$ cat src/rtl/font_render_scheduler_if.sv
// Handshake bundle between the font render scheduler, the text buffer and the renderer.
// CURSOR_REDRAW_EN adds the cursor position/move inputs and the render_cursor output.
interface font_render_scheduler_if #(
  parameter int unsigned COLS   = 80,
  parameter int unsigned ROWS   = 30,
  parameter int unsigned GRID_W = 96,
  parameter int unsigned ADDR_W = 20
);
  localparam int unsigned ROW_W   = $clog2(ROWS);
  localparam int unsigned COL_W   = $clog2(COLS);
  localparam int unsigned TADDR_W = $clog2(ROWS * COLS);

  logic               refresh_req;
  logic               cell_valid;
  logic [ROW_W-1:0]   cell_row;
  logic [COL_W-1:0]   cell_col;
  logic               cell_ready;
  logic               text_rd;
  logic [TADDR_W-1:0] text_addr;
  logic [GRID_W-1:0]  text_data;
  logic               text_valid;
  logic               render_start;
  logic [GRID_W-1:0]  render_grid;
  logic [ADDR_W-1:0]  render_base;
  logic               render_done;
  logic               busy;
  logic               frame_done;
`ifdef CURSOR_REDRAW_EN
  logic [ROW_W-1:0]   cursor_row;
  logic [COL_W-1:0]   cursor_col;
  logic               cursor_move;
  logic               render_cursor;
`endif

  // Scheduler side
  modport master (
    input  refresh_req, cell_valid, cell_row, cell_col, text_data, text_valid, render_done,
`ifdef CURSOR_REDRAW_EN
    input  cursor_row, cursor_col, cursor_move,
    output render_cursor,
`endif
    output cell_ready, text_rd, text_addr, render_start, render_grid, render_base, busy, frame_done
  );

  // Environment side (requester, text buffer, renderer)
  modport slave (
    output refresh_req, cell_valid, cell_row, cell_col, text_data, text_valid, render_done,
`ifdef CURSOR_REDRAW_EN
    output cursor_row, cursor_col, cursor_move,
    input  render_cursor,
`endif
    input  cell_ready, text_rd, text_addr, render_start, render_grid, render_base, busy, frame_done
  );
endinterface

$ cat src/rtl/font_render_scheduler.sv
// Walks console cells, fetches each grid record and hands it to the font renderer.
// Optional macro CURSOR_REDRAW_EN enables the cursor old/new cell redraw queue.
module font_render_scheduler #(
  parameter int unsigned COLS    = 80,
  parameter int unsigned ROWS    = 30,
  parameter int unsigned CHAR_W  = 8,
  parameter int unsigned CHAR_H  = 16,
  parameter int unsigned GRID_W  = 96,
  parameter int unsigned ADDR_W  = 20,
  parameter int unsigned FB_BASE = 0
) (
  input logic clk,
  input logic rst_n,
  font_render_scheduler_if.master bus
);
  localparam int unsigned ROW_W   = $clog2(ROWS);
  localparam int unsigned COL_W   = $clog2(COLS);
  localparam int unsigned TADDR_W = $clog2(ROWS * COLS);
  localparam int unsigned ROW_PITCH = CHAR_H * COLS * CHAR_W;
  localparam logic [ROW_W-1:0] LAST_ROW = ROW_W'(ROWS - 1);
  localparam logic [COL_W-1:0] LAST_COL = COL_W'(COLS - 1);

  typedef enum logic [2:0] {IDLE, FETCH, ISSUE, ARM, WAIT, NEXT} stateT;
  typedef enum logic {SINGLE, SWEEP} modeT;

  stateT              state, stateNext;
  modeT               mode, modeNext;
  logic [ROW_W-1:0]   row, rowNext;
  logic [COL_W-1:0]   col, colNext;
  logic               refreshPending, clrPending, enterFetch, sweepDone, rstDone;
  logic               cellReadyC, cursorQueued;
  logic               textRd, renderStart, busyQ, frameDone;
  logic [TADDR_W-1:0] textAddr;
  logic [ADDR_W-1:0]  renderBase;
  logic [GRID_W-1:0]  renderGrid;
  logic [31:0]        addrFull, baseFull;

`ifdef CURSOR_REDRAW_EN
  logic [ROW_W-1:0] curRow;
  logic [COL_W-1:0] curCol;
  logic [ROW_W-1:0] qRow [2];
  logic [COL_W-1:0] qCol [2];
  logic [1:0]       qCount;
  logic             qPop;
  logic             renderCursor;

  // A move always rewrites the queue with (previous cursor cell, new cursor cell)
  always_ff @(posedge clk or negedge rst_n) begin
    if (!rst_n) begin
      curRow       <= '0;
      curCol       <= '0;
      qRow[0]      <= '0;
      qRow[1]      <= '0;
      qCol[0]      <= '0;
      qCol[1]      <= '0;
      qCount       <= '0;
      renderCursor <= 1'b0;
    end else begin
      if (bus.cursor_move) begin
        qRow[0] <= curRow;
        qCol[0] <= curCol;
        qRow[1] <= bus.cursor_row;
        qCol[1] <= bus.cursor_col;
        qCount  <= 2'd2;
        curRow  <= bus.cursor_row;
        curCol  <= bus.cursor_col;
      end else if (qPop) begin
        qRow[0] <= qRow[1];
        qCol[0] <= qCol[1];
        qCount  <= 2'(qCount - 2'd1);
      end
      renderCursor <= (row == curRow) && (col == curCol);
    end
  end

  assign cursorQueued      = (qCount != 2'd0);
  assign bus.render_cursor = renderCursor;
`else
  assign cursorQueued = 1'b0;
`endif

  // Request acceptance is combinational so a same-cycle refresh can veto it
  assign cellReadyC = rstDone && (state == IDLE) && !refreshPending && !bus.refresh_req && !cursorQueued;

  // Next-state and cell-position logic
  always_comb begin
    stateNext  = state;
    modeNext   = mode;
    rowNext    = row;
    colNext    = col;
    clrPending = 1'b0;
    sweepDone  = 1'b0;
`ifdef CURSOR_REDRAW_EN
    qPop       = 1'b0;
`endif
    unique case (state)
      IDLE: begin
        if (refreshPending) begin
          modeNext   = SWEEP;
          rowNext    = '0;
          colNext    = '0;
          clrPending = 1'b1;
          stateNext  = FETCH;
`ifdef CURSOR_REDRAW_EN
        end else if (cursorQueued) begin
          qPop = 1'b1;
          if (qRow[0] <= LAST_ROW && qCol[0] <= LAST_COL) begin
            modeNext  = SINGLE;
            rowNext   = qRow[0];
            colNext   = qCol[0];
            stateNext = FETCH;
          end
`endif
        end else if (bus.cell_valid && cellReadyC) begin
          if (bus.cell_row <= LAST_ROW && bus.cell_col <= LAST_COL) begin
            modeNext  = SINGLE;
            rowNext   = bus.cell_row;
            colNext   = bus.cell_col;
            stateNext = FETCH;
          end
        end
      end
      FETCH: if (bus.text_valid) stateNext = ISSUE;
      ISSUE: if (bus.render_done) stateNext = ARM;
      ARM:   stateNext = WAIT;
      WAIT:  if (bus.render_done) stateNext = NEXT;
      NEXT: begin
        if (mode == SINGLE) begin
          stateNext = IDLE;
        end else if (refreshPending) begin
          rowNext    = '0;
          colNext    = '0;
          clrPending = 1'b1;
          stateNext  = FETCH;
        end else if (col < LAST_COL) begin
          colNext   = col + COL_W'(1);
          stateNext = FETCH;
        end else if (row < LAST_ROW) begin
          colNext   = '0;
          rowNext   = row + ROW_W'(1);
          stateNext = FETCH;
        end else begin
          sweepDone = 1'b1;
          stateNext = IDLE;
        end
      end
      default: stateNext = IDLE;
    endcase
  end

  assign enterFetch = (stateNext == FETCH) && (state != FETCH);
  assign addrFull   = 32'(rowNext) * 32'(COLS) + 32'(colNext);
  assign baseFull   = 32'(FB_BASE) + ((32'(rowNext) * 32'(ROW_PITCH) + 32'(colNext) * 32'(CHAR_W)) >> 1);

  // State, position and registered outputs
  always_ff @(posedge clk or negedge rst_n) begin
    if (!rst_n) begin
      state          <= IDLE;
      mode           <= SINGLE;
      row            <= '0;
      col            <= '0;
      refreshPending <= 1'b0;
      rstDone        <= 1'b0;
      textRd         <= 1'b0;
      textAddr       <= '0;
      renderBase     <= '0;
      renderGrid     <= '0;
      renderStart    <= 1'b0;
      busyQ          <= 1'b0;
      frameDone      <= 1'b0;
    end else begin
      state   <= stateNext;
      mode    <= modeNext;
      row     <= rowNext;
      col     <= colNext;
      rstDone <= 1'b1;
      if (bus.refresh_req) refreshPending <= 1'b1;
      else if (clrPending) refreshPending <= 1'b0;
      textRd <= (stateNext == FETCH);
      if (enterFetch) begin
        textAddr   <= TADDR_W'(addrFull);
        renderBase <= ADDR_W'(baseFull);
      end
      if (state == FETCH && bus.text_valid) renderGrid <= bus.text_data;
      renderStart <= (state == ISSUE) && bus.render_done;
      busyQ       <= (stateNext != IDLE);
      frameDone   <= sweepDone;
    end
  end

  assign bus.cell_ready   = cellReadyC;
  assign bus.text_rd      = textRd;
  assign bus.text_addr    = textAddr;
  assign bus.render_start = renderStart;
  assign bus.render_grid  = renderGrid;
  assign bus.render_base  = renderBase;
  assign bus.busy         = busyQ;
  assign bus.frame_done   = frameDone;
endmodule

$ cat src/flat_wrapper.sv
// flat-port wrapper written by rule: the top's interface ports become plain ports
module font_render_scheduler_flat 
#(
  parameter int unsigned COLS    = 80,
  parameter int unsigned ROWS    = 30,
  parameter int unsigned CHAR_W  = 8,
  parameter int unsigned CHAR_H  = 16,
  parameter int unsigned GRID_W  = 96,
  parameter int unsigned ADDR_W  = 20,
  parameter int unsigned FB_BASE = 0
)
  (clk, rst_n, bus_refresh_req, bus_cell_valid, bus_cell_row, bus_cell_col, bus_text_data, bus_text_valid, bus_render_done, bus_cell_ready, bus_text_rd, bus_text_addr, bus_render_start, bus_render_grid, bus_render_base, bus_busy, bus_frame_done);
  font_render_scheduler_if #(.COLS(COLS), .ROWS(ROWS), .GRID_W(GRID_W), .ADDR_W(ADDR_W)) bus_i ();
  input logic clk;
  input logic rst_n;
  input wire logic [$bits(bus_i.refresh_req)-1:0] bus_refresh_req;
  input wire logic [$bits(bus_i.cell_valid)-1:0] bus_cell_valid;
  input wire logic [$bits(bus_i.cell_row)-1:0] bus_cell_row;
  input wire logic [$bits(bus_i.cell_col)-1:0] bus_cell_col;
  input wire logic [$bits(bus_i.text_data)-1:0] bus_text_data;
  input wire logic [$bits(bus_i.text_valid)-1:0] bus_text_valid;
  input wire logic [$bits(bus_i.render_done)-1:0] bus_render_done;
  output wire logic [$bits(bus_i.cell_ready)-1:0] bus_cell_ready;
  output wire logic [$bits(bus_i.text_rd)-1:0] bus_text_rd;
  output wire logic [$bits(bus_i.text_addr)-1:0] bus_text_addr;
  output wire logic [$bits(bus_i.render_start)-1:0] bus_render_start;
  output wire logic [$bits(bus_i.render_grid)-1:0] bus_render_grid;
  output wire logic [$bits(bus_i.render_base)-1:0] bus_render_base;
  output wire logic [$bits(bus_i.busy)-1:0] bus_busy;
  output wire logic [$bits(bus_i.frame_done)-1:0] bus_frame_done;
  assign bus_i.refresh_req = bus_refresh_req;
  assign bus_i.cell_valid = bus_cell_valid;
  assign bus_i.cell_row = bus_cell_row;
  assign bus_i.cell_col = bus_cell_col;
  assign bus_i.text_data = bus_text_data;
  assign bus_i.text_valid = bus_text_valid;
  assign bus_i.render_done = bus_render_done;
  assign bus_cell_ready = bus_i.cell_ready;
  assign bus_text_rd = bus_i.text_rd;
  assign bus_text_addr = bus_i.text_addr;
  assign bus_render_start = bus_i.render_start;
  assign bus_render_grid = bus_i.render_grid;
  assign bus_render_base = bus_i.render_base;
  assign bus_busy = bus_i.busy;
  assign bus_frame_done = bus_i.frame_done;
  font_render_scheduler #(.COLS(COLS), .ROWS(ROWS), .CHAR_W(CHAR_W), .CHAR_H(CHAR_H), .GRID_W(GRID_W), .ADDR_W(ADDR_W), .FB_BASE(FB_BASE)) u_core (.clk(clk), .rst_n(rst_n), .bus(bus_i));
endmodule
$ cat config.mk
export PLATFORM = sky130hd
export DESIGN_NAME = font_render_scheduler_flat
export DESIGN_NICKNAME = d
export VERILOG_FILES = /design/src/rtl/font_render_scheduler_if.sv /design/src/rtl/font_render_scheduler.sv /design/src/flat_wrapper.sv
export SDC_FILE = /design/constraint.sdc
export NUM_CORES = 1
export LEC_CHECK = 0
export BUFFER_PORTS_ARGS = -buffer_cell sky130_fd_sc_hd__buf_4
export CAP_MARGIN = 5
export CORE_MARGIN = 5
export CORE_UTILIZATION = 45
export DETAILED_ROUTE_END_ITERATION = 16
export MAX_ROUTING_LAYER = met4
export PLACE_DENSITY = 0.75
export SLEW_MARGIN = 10
export SYNTH_ARGS = -nofsm -noshare
export SYNTH_HDL_FRONTEND = slang
export SYNTH_SLANG_ARGS = --single-unit
$ cat constraint.sdc
create_clock -name clk -period 4 [get_ports clk]
set_clock_uncertainty 0.05 [all_clocks]
set_input_delay 0.2 -clock clk [delete_from_list [all_inputs] [get_ports clk]]
set_output_delay 0.2 -clock clk [all_outputs]
set_load 0.02 [all_outputs]
* Word-level counts from Yosys, hierarchy flattened
Index checks and enable logic that the tools add are counted.
Widths: inputs -> output; s select.
** Word-level totals
- Register bits :: 150
- Bits of input ports :: 114
- Logic and storage cells :: 86
- Output and inout port bits :: 133
** Operators by class
- Equal/unequal tests :: 7
- $mul :: 2
- $add $sub $neg :: 4
- Reduce and logical (&&, ||, !) cells :: 16
- $lt $le $gt $ge :: 4
- Mux-type cells :: 40
** Operator list (number)
- $mux 7 :: 7
- $mux 5 :: 7
- $mux 3 :: 9
- $add 19x10->20 :: 1
- $pmux 3 s6 :: 1
- $mul 5x3->8 const B :: 2
- $pmux 7 s2 :: 1
- $mux 1 :: 13
- $add 12x7->12 :: 1
- $pmux 5 s2 :: 1
- $logic_and 1x1->1 :: 8
- $add 7x1->7 const B :: 1
- $le 7x7->1 const B :: 1
- $lt 7x7->1 const B :: 1
- $eq 3x1->1 const B :: 2
- $eq 3x2->1 const B :: 2
- $eq 3x3->1 const B :: 2
- $reduce_bool 2->1 :: 3
- $add 5x1->5 const B :: 1
- $le 5x5->1 const B :: 1
- $lt 5x5->1 const B :: 1
- $logic_not 3->1 :: 1
- $ne 3x1->1 const B :: 1
- $reduce_and 3->1 :: 1
- 3 further kinds :: 4

* Longest topological paths before layout
Gate-level depths: netlist of the first run.
- Depth in word-level cells :: 10
- Mapped depth :: 15
- Depth with buffers taken out :: 14

* Worst setup path before layout of the first run
No wires, ideal clock.
- Path kind :: reg-to-reg
- Start :: register u_core.row[0]
- End :: register u_core.textAddr[10] (netlist: u_core.bus.text_addr[10])
- Arrival :: 3.426 ns
- Stages on the path, launching flop included :: 14
- Buffers on the path :: 0
- Setup slack :: 0.404 ns
- Cell sequence :: dfrtp_1 -> ha_1 -> and4bb_1 -> a31oi_1 -> mux2_2 -> a222oi_1 -> inv_1 -> ha_1 -> fa_1 -> xor2_1 -> nand4_1 -> xnor2_1 -> xnor2_1 -> o21ai_2
** Between the ends
- Longest elaborated chain between the ends :: 8
** RTL lines
- start: declaration :: RTL line font_render_scheduler.sv:28 : logic [ROW_W-1:0] row, rowNext;
- start signal: assignment :: RTL line font_render_scheduler.sv:174 : row <= rowNext;
- $add 5x1->5 or $lt 5x5->1 (tied branches) :: RTL line font_render_scheduler.sv:140, font_render_scheduler.sv:138
- $mux 5 (*) :: RTL line font_render_scheduler.sv:138 : end else if (row < LAST_ROW) begin
- $mux 5 (*) :: RTL line font_render_scheduler.sv:135 : end else if (col < LAST_COL) begin
- $mux 5 (*) :: RTL line font_render_scheduler.sv:130 : end else if (refreshPending) begin
- $mux 5 (*) :: RTL line font_render_scheduler.sv:128 : if (mode == SINGLE) begin
- $pmux 5 s2 (*) :: RTL line font_render_scheduler.sv:96 : unique case (state)
- via u_core.rowNext[4] :: RTL line font_render_scheduler.sv:28
- $mul 5x3->8 (*) :: RTL line font_render_scheduler.sv:152 : assign addrFull = 32'(rowNext) * 32'(COLS) + 32'(colNext);
- $add 12x7->12 (*) :: RTL line font_render_scheduler.sv:152
- end signal: assignment :: RTL line font_render_scheduler.sv:181 : textAddr <= TADDR_W'(addrFull);
- end: declaration :: RTL line font_render_scheduler.sv:33 : logic [TADDR_W-1:0] textAddr;
Mark *: on every way through the listed nets, which the timed path passes. The rest lies on a longest branch.
A chain may end at the register's enable or synchronous reset.

* Worst setup path in the final report of the first run
- Start :: register u_core.col[2]
- End :: register u_core.textAddr[11] (netlist: u_core.bus.text_addr[11])
** Between the ends
- Longest elaborated chain between the ends :: 7
** RTL lines
- start: declaration :: RTL line font_render_scheduler.sv:29 : logic [COL_W-1:0] col, colNext;
- start signal: assignment :: RTL line font_render_scheduler.sv:175 : col <= colNext;
- $lt 7x7->1 :: RTL line font_render_scheduler.sv:135
- $mux 5 :: RTL line font_render_scheduler.sv:135
- $mux 5 :: RTL line font_render_scheduler.sv:130
- $mux 5 :: RTL line font_render_scheduler.sv:128
- $pmux 5 s2 :: RTL line font_render_scheduler.sv:96
- via u_core.rowNext[4] :: RTL line font_render_scheduler.sv:28
- $mul 5x3->8 :: RTL line font_render_scheduler.sv:152
- $add 12x7->12 :: RTL line font_render_scheduler.sv:152
The timed path passes the listed nets, and every way through them passes these cells.

==> results.json, run 1 <==
{
  "finalNonFillerCells": 1001,
  "max-clock-path-buffers": 2,
  "final.period_utilization_pct": 94.40,
  "worst_setup_path_start_kind": "flop",
  "compound_gate_fraction_of_synth_area_pct": 7.313,
  "worst_setup_path_endpoint": "u_core.bus.text_addr[11]",
  "cellPowerDensity_nw_per_um2": 751.5,
  "remaining_routing_drc_violations": 0,
  "post-layout-total-power_w": 0.007270,
  "die_height_um": 127.0,
  "peakVddDrop_mv": 0.5509,
  "reg2reg_depth": 12,
  "placementRows": 42,
  "die_x_um": 127.0,
  "postSynthCellCount": 474,
  "grt_first_pass_wirelength_um": 30750,
  "place.detailed.hpwl_um": 12850,
  "crit_path_max_fanout": 8,
  "multiInputGateArea_um2": 2437,
  "flow.area_growth_from_synthesis_pct": 57.06,
  "unrepaired_setup_endpoints_after_global_routing": "false",
  "synth_top_area_share_pct": 57.28,
  "cts-buffers-inserted": 17,
  "max_freq_mhz": 264.8,
  "layout.core_utilization_pct": 72.48,
  "initialDrtViolationCount": 394,
  "reg2reg_slack_ns": 0.22,
  "dpl.cell_count": 870,
  "antenna_nets_post_route": 0,
  "maxSlewHeadroom_pct": 47.90,
  "maxcap_viol_count": 0,
  "synth.area.mux_share_pct": 19.15,
  "path_depth": 12,
  "postSynthRegisterBits": 141,
  "critPathTopFamily": "compound AO/OA/AOI/OAI gates",
  "worst_ep_arrival_time_ns": 4.06,
  "grt_start_max_net_pins": 67,
  "synth_top_family_by_area": "multiplexers",
  "ys_seq_area_share_pct": 57.28,
  "synth_adder_area_share_pct": 2.884,
  "post_synth_most_frequent_cells": "sky130_fd_sc_hd__dfrtp_1, sky130_fd_sc_hd__mux2_2, sky130_fd_sc_hd__nand2_1, sky130_fd_sc_hd__o21ai_0, sky130_fd_sc_hd__buf_4",
  "synth.distinct_cells": 56,
  "grt_remaining_overflow": 0,
  "synth_xor_xnor_area_share_pct": 1.422,
  "timing_worst_setup_path_type": "reg -> reg",
  "path_cells": "nand4_2 > a21oi_2 > mux2_2 > a222oi_1 > inv_1 > ha_1 > fa_1 > xor2_1 > nand4_1 > o21ai_0 > mux2i_1 > a21oi_1",
  "latest_clock_arrival_within_the_worst_skew_pair_ns": 0.41,
  "synthFlopType": "sky130_fd_sc_hd__dfrtp_1",
  "yosysMostFrequentCell": "sky130_fd_sc_hd__dfrtp_1",
  "worst-slew-pin-transition_ns": 0.7618,
  "gp_congestion": 0.9069,
  "finalSetupViolations": 0,
  "tritoncts": "yes",
  "yosys.area.top_type": "sky130_fd_sc_hd__dfrtp_1",
  "synthArstFlopShare_pct": 100.0,
  "seqCellArea_um2": 3528,
  "tritoncts_num_sinks": 141,
  "design.final.nets": 938,
  "maxSlewViolCount": 0,
  "critical_path_required_ns": 4.29,
  "critPathSlowestCell": "sky130_fd_sc_hd__dfrtp_1",
  "drt_pass1_iterations": 4,
  "cp-startpoint": "u_core.col[2]",
  "tns_ns": 0,
  "synth_simple_gate_area_share_pct": 8.267,
  "synth_area_per_cell_um2": 13.00,
  "wl_per_cell_um": 19.86,
  "hold-worst-slack_ns": 0.02009,
  "core_outline_area_um2": 13350,
  "synth.top_cells.by_area": "sky130_fd_sc_hd__dfrtp_1, sky130_fd_sc_hd__mux2_2, sky130_fd_sc_hd__nand2_1",
  "synthesis.area_um2": 6160,
  "antenna_found_initial": 2,
  "critical-path-max-stage-delay_ns": 0.48,
  "drt-vias-per-instance": 5.117,
  "clkSlewWorstSetupHoldPaths_ns": 0.06,
  "post_cts_buffers": 0,
  "htreeDepth": 4,
  "first_global_vias": 5694,
  "worst_setup_path_end_kind": "flop",
  "critical_path_buf_inv_count": 1,
  "route.vias.total": 5122,
  "cts.root.buffer_cell": "sky130_fd_sc_hd__clkbuf_16",
  "critical_path.reg2reg.startpoint": "u_core.col[2]",
  "grt_use_total_pct": 25.17,
  "synth_edf_count": 0,
  "wl_um": 19880,
  "layout_min_cycle_time_ns": 3.776,
  "num-fill-cells": 903,
  "timing.final.hold_violations": 0,
  "floorplan.io_pins": 247,
  "worstHoldPathType": "in -> reg",
  "drive_above_1_share_pct": 47.75,
  "fp.dieArea_um2": 16130,
  "place.port_buffers": 241,
  "initial_core_util_pct": 46.15,
  "synth_warnings": 0,
  "status": "finished, final reports clean",
  "p_leak_nw": 4.709,
  "worst_flop_to_flop_path_endpoint": "u_core.bus.text_addr[11]"
}
[layer usage]
| layer | global-route usage, % | wire (µm) | vias to the layer above |
|---|---|---|---|
| met2 | 43.71 | 10340 | 199 |
| li1 | - | - | 2345 |
| met4 | 10.28 | 586 | 0 |
| met1 | 27.98 | 7699 | 2534 |
| met5 | - | 0 | - |
| met3 | 5.885 | 1253 | 44 |
[per-stage QoR]
step	instance area, µm²	worst slack [ns]
finish	9674	0.2242
global route	9674	0.03266
CTS	9664	0.2150
detailed placement	8085	0.3015
global placement	8085	0.4390
floorplan	6175	0.4044
[layout by cell type (no fill, tap or decap), types with 3 or more instances in the layout]
master | netlist | final
sky130_fd_sc_hd__o21a_1 | 3 | 3
sky130_fd_sc_hd__dlygate4sd3_1 | 0 | 98
sky130_fd_sc_hd__nor2b_1 | 5 | 5
sky130_fd_sc_hd__a21o_1 | 9 | 9
sky130_fd_sc_hd__nor2_1 | 11 | 11
sky130_fd_sc_hd__clkinvlp_4 | 0 | 3
sky130_fd_sc_hd__conb_1 | 2 | 6
sky130_fd_sc_hd__nor3_1 | 5 | 5
sky130_fd_sc_hd__dfrtp_1 | 141 | 141
sky130_fd_sc_hd__buf_4 | 12 | 247
sky130_fd_sc_hd__o22ai_1 | 3 | 3
sky130_fd_sc_hd__xor2_1 | 4 | 4
sky130_fd_sc_hd__bufinv_16 | 0 | 3
sky130_fd_sc_hd__and3_1 | 5 | 4
sky130_fd_sc_hd__nand3_1 | 5 | 5
sky130_fd_sc_hd__xnor2_1 | 6 | 6
sky130_fd_sc_hd__mux2_2 | 103 | 103
sky130_fd_sc_hd__nand4_1 | 5 | 5
sky130_fd_sc_hd__o21ai_0 | 14 | 13
sky130_fd_sc_hd__inv_1 | 5 | 5
sky130_fd_sc_hd__ha_1 | 11 | 11
sky130_fd_sc_hd__a22oi_1 | 6 | 6
sky130_fd_sc_hd__nand2_1 | 45 | 45
sky130_fd_sc_hd__a21oi_1 | 5 | 5
sky130_fd_sc_hd__clkinv_2 | 0 | 4
sky130_fd_sc_hd__clkbuf_16 | 0 | 17
sky130_fd_sc_hd__o21ai_2 | 3 | 3
sky130_fd_sc_hd__a31oi_1 | 4 | 4
sky130_fd_sc_hd__nand2b_1 | 5 | 5
[worst min-delay path by stage]
| stage | from | endpoint | slack, ns | cells past startpoint |
|---|---|---|---|---|
| 4_1_cts | bus_cell_row[2] | u_core.row[2] | 0.005 | 3 |
| 2_1_floorplan | rst_n | u_core.bus.busy | -0.15 | 0 |
| 5_1_grt | bus_cell_row[2] | u_core.row[2] | 0.02 | 3 |
| 3_5_place_dp | rst_n | u_core.bus.render_grid[47] | 0.19 | 1 |
| 3_3_place_gp | rst_n | u_core.bus.render_grid[47] | 0.18 | 1 |
| 6_report | bus_cell_row[2] | u_core.row[2] | 0.02 | 3 |
[power by group]
group | internal [W] | switching (W)
registers | 0.00202 | 0.000406
logic | 0.00153 | 0.00171
clock network | 0.00101 | 0.000590
total | 0.00456 | 0.00271
[sequential cells by signal (all words and copies together) (netlist names)]
signal / cells
u_core.bus.busy: 1
u_core.bus.frame_done: 1
u_core.row: 5
u_core.state: 3
u_core.rstDone: 1
u_core.bus.render_grid: 96
u_core.bus.text_addr: 12
u_core.refreshPending: 1
u_core.mode: 1
u_core.col: 7
u_core.bus.render_base: 11
u_core.bus.text_rd: 1
u_core.bus.render_start: 1
[worst register-to-register path, cell delays in order, from the launching register on]
cell and delay [ns]:
sky130_fd_sc_hd__dfrtp_1 0.48, sky130_fd_sc_hd__nand4_2 0.23, sky130_fd_sc_hd__a21oi_2 0.28, sky130_fd_sc_hd__mux2_2 0.36, sky130_fd_sc_hd__a222oi_1 0.39, sky130_fd_sc_hd__inv_1 0.12, sky130_fd_sc_hd__ha_1 0.36, sky130_fd_sc_hd__fa_1 0.47
sky130_fd_sc_hd__xor2_1 0.30, sky130_fd_sc_hd__nand4_1 0.20, sky130_fd_sc_hd__o21ai_0 0.21, sky130_fd_sc_hd__mux2i_1 0.10, sky130_fd_sc_hd__a21oi_1 0.15
[final cells by class]
type                    instances  share of cell area [%]
flip-flops and latches        141                   36.47
repair buffers                347                   29.63
multi-input cells             299                   25.19
clock buffers                  20                   4.721
well taps                     176                   2.276
clock inverters                11                   1.461
inverters                       5                  0.1940
diodes                          2                 0.05173
[cell families after synthesis]
kind of cell | count (synthesis)
multiplexers | 105
adder cells (fa/ha/maj) | 13
XOR/XNOR | 10
flip-flops | 141
AND/OR/NAND/NOR | 101
other | 2
AO/OA/AOI/OAI | 64
buffers and inverters | 38
[repair_timing]
action	4_1_cts	5_1_grt
endpoints found under the setup margin	0	2
resized for setup	0	2
hold endpoints to repair	161	0
hold buffers	98	0
No activity file was read; power rests on OpenSTA's default activity.
==> run 2, diff against run 1 <==
--- a/config.mk
+++ b/config.mk
@@ -16,3 +16,4 @@
 export SYNTH_ARGS = -nofsm -noshare
 export SYNTH_HDL_FRONTEND = slang
 export SYNTH_SLANG_ARGS = --single-unit
+export TNS_END_PERCENT = 1
==> constraint.sdc (replaced) <==
create_clock -name clk -period 3.6 [get_ports clk]
set_clock_uncertainty 0.05 [all_clocks]
set_input_delay 0.18 -clock clk [delete_from_list [all_inputs] [get_ports clk]]
set_output_delay 0.18 -clock clk [all_outputs]
set_load 0.05 [all_outputs]
==> results.json, run 2 (synthesis results as in run 1) <==
{
  "cp-startpoint": "u_core.row[0]",
  "die_x_um": 127.0,
  "pre_cts_slack_ns": -0.0006803,
  "wl_per_cell_um": 19.37,
  "antenna_nets_post_route": 0,
  "maxSlewHeadroom_pct": 36.49,
  "fin_ws_ns": 0.1915,
  "largest_register_ff_count": 96,
  "grt_first_pass_wirelength_um": 30640,
  "min_from": "bus_cell_col[0]",
  "critical_path_required_ns": 3.88,
  "peakVddDrop_mv": 0.6954,
  "flow.area_growth_from_synthesis_pct": 61.06,
  "htreeDepth": 4,
  "remaining_routing_drc_violations": 0,
  "initialDrtViolationCount": 402,
  "cts-buffers-inserted": 17,
  "tritoncts_num_sinks": 141,
  "drt_pass1_iterations": 4,
  "timing.final.hold_violations": 0,
  "max-clock-path-buffers": 2,
  "design.final.nets": 959,
  "antenna_found_initial": 0,
  "crit_path_max_fanout": 7,
  "initial_core_util_pct": 46.15,
  "grt_use_total_pct": 24.97,
  "finalNonFillerCells": 1019,
  "cellPowerDensity_nw_per_um2": 970.8,
  "antenna_diode_count": 0,
  "latest_clock_arrival_within_the_worst_skew_pair_ns": 0.41,
  "placementRows": 42,
  "final.period_utilization_pct": 94.68,
  "layout_min_cycle_time_ns": 3.408,
  "maxcap_viol_count": 0,
  "worst_ep_arrival_time_ns": 3.69,
  "dpl.cell_count": 883,
  "die_height_um": 127.0,
  "grt_remaining_overflow": 0,
  "layout_commonest_cell": "sky130_fd_sc_hd__buf_4",
  "fp.dieArea_um2": 16130,
  "wl_um": 19740,
  "worstHoldPathType": "in -> reg",
  "place.detailed.hpwl_um": 12560,
  "finalSetupViolations": 0,
  "drt-vias-per-instance": 5.108,
  "tritoncts": "yes",
  "floorplan.io_pins": 247,
  "worst-slew-pin-transition_ns": 0.9287,
  "num-fill-cells": 850,
  "layout.core_utilization_pct": 74.33,
  "maxSlewViolCount": 0,
  "max_freq_mhz": 293.4,
  "p_leak_nw": 4.801,
  "core_outline_area_um2": 13350,
  "timing_worst_setup_path_type": "reg -> reg",
  "critical_path.reg2reg.startpoint": "u_core.row[0]",
  "worst_setup_path_end_kind": "flop",
  "gp_congestion": 0.9077,
  "cts.root.buffer_cell": "sky130_fd_sc_hd__clkbuf_16",
  "grt_start_max_net_pins": 88,
  "drive_above_1_share_pct": 50.42,
  "place.port_buffers": 241,
  "worst_setup_path_start_kind": "flop",
  "route.vias.total": 5205,
  "mostFrequentLayoutCells": "sky130_fd_sc_hd__buf_4, sky130_fd_sc_hd__dfrtp_1, sky130_fd_sc_hd__mux2_2, sky130_fd_sc_hd__dlygate4sd3_1, sky130_fd_sc_hd__nand2_1",
  "status": "finished, final reports clean",
  "clkSlewWorstSetupHoldPaths_ns": 0.06,
  "first_global_vias": 5660
}
[run 2: cell count changes in the layout (fill, tap and decap cells not counted), moves of 3 or more]
| cell | before | now |
|---|---|---|
| sky130_fd_sc_hd__dfrtp_1 | 141 | 137 |
| sky130_fd_sc_hd__ha_1 | 11 | 7 |
| sky130_fd_sc_hd__ha_4 | 0 | 4 |
| sky130_fd_sc_hd__buf_4 | 247 | 267 |
| sky130_fd_sc_hd__clkinv_4 | 0 | 3 |
| sky130_fd_sc_hd__clkinvlp_4 | 3 | 0 |
| sky130_fd_sc_hd__dfrtp_2 | 0 | 4 |
[run 2: path summary, 6_finish.rpt]
check	endpoint	slack, ns	depth (start not counted)
max in group asynchronous	u_core.state[1]	2.24	3
hold / removal	u_core.col[0]	0.02	3
setup / recovery	u_core.bus.text_addr[11]	0.19	14
setup reg to reg	u_core.bus.text_addr[11]	0.19	14
min in group asynchronous	u_core.bus.render_grid[47]	0.35	2
hold reg to reg	u_core.bus.render_base[14]	0.44	2
[run 2: power breakdown]
part           internal [W]  switching (W)
registers           0.00225       0.000434
clock network       0.00112       0.000641
logic               0.00178        0.00341
[run 2: cell type report]
cell class              count  area, µm²  area share [%]
flip-flops and latches    141       3533           35.62
clock buffers              20      456.7           4.603
repair buffers            368       3027           30.51
well taps                 176      220.2           2.220
inverters                   5      18.77          0.1892
clock inverters            10      140.1           1.413
multi-input cells         299       2525           25.45
[run 2: layer usage]
layer	track usage, %	vias up	share of wire (%)
met5	-	-	0
met4	11.10	0	3.8
met3	6.177	53	6.8
met2	42.37	219	51
met1	28.01	2532	38
li1	-	2401	-
[run 2: metrics by stage]
step | hold slack, ns | cell area [µm²] | TNS, ns | total power (W)
floorplan | -0.1656 | 6175 | 0 | 0.006128
global placement | 0.2395 | 8183 | 0 | 0.007579
detailed placement | 0.2544 | 8183 | -0.0006803 | 0.007680
CTS | 0.007288 | 9772 | 0 | 0.009569
global route | 0.01059 | 9921 | -0.02440 | 0.01005
finish | 0.01944 | 9921 | 0 | 0.009631
[run 2: worst max-delay path: stages (launching register included)]
cell and delay (ns):
sky130_fd_sc_hd__dfrtp_2 0.44, sky130_fd_sc_hd__o2111a_2 0.31, sky130_fd_sc_hd__a211oi_2 0.25, sky130_fd_sc_hd__nand2b_4 0.18, sky130_fd_sc_hd__nand2b_1 0.09, sky130_fd_sc_hd__a221o_1 0.39, sky130_fd_sc_hd__ha_4 0.24, sky130_fd_sc_hd__ha_4 0.17
sky130_fd_sc_hd__fa_2 0.41, sky130_fd_sc_hd__xor2_2 0.17, sky130_fd_sc_hd__buf_4 0.14, sky130_fd_sc_hd__nand4_1 0.13, sky130_fd_sc_hd__o21ai_1 0.16, sky130_fd_sc_hd__mux2i_1 0.08, sky130_fd_sc_hd__a21oi_1 0.12
[run 2: repair_timing]
action	CTS	global route
setup endpoints to repair	1	4
hold buffers	99	0
buffers inserted	0	7
endpoints found under the hold margin	183	0
gates resized for setup	1	19
pin swaps	0	11
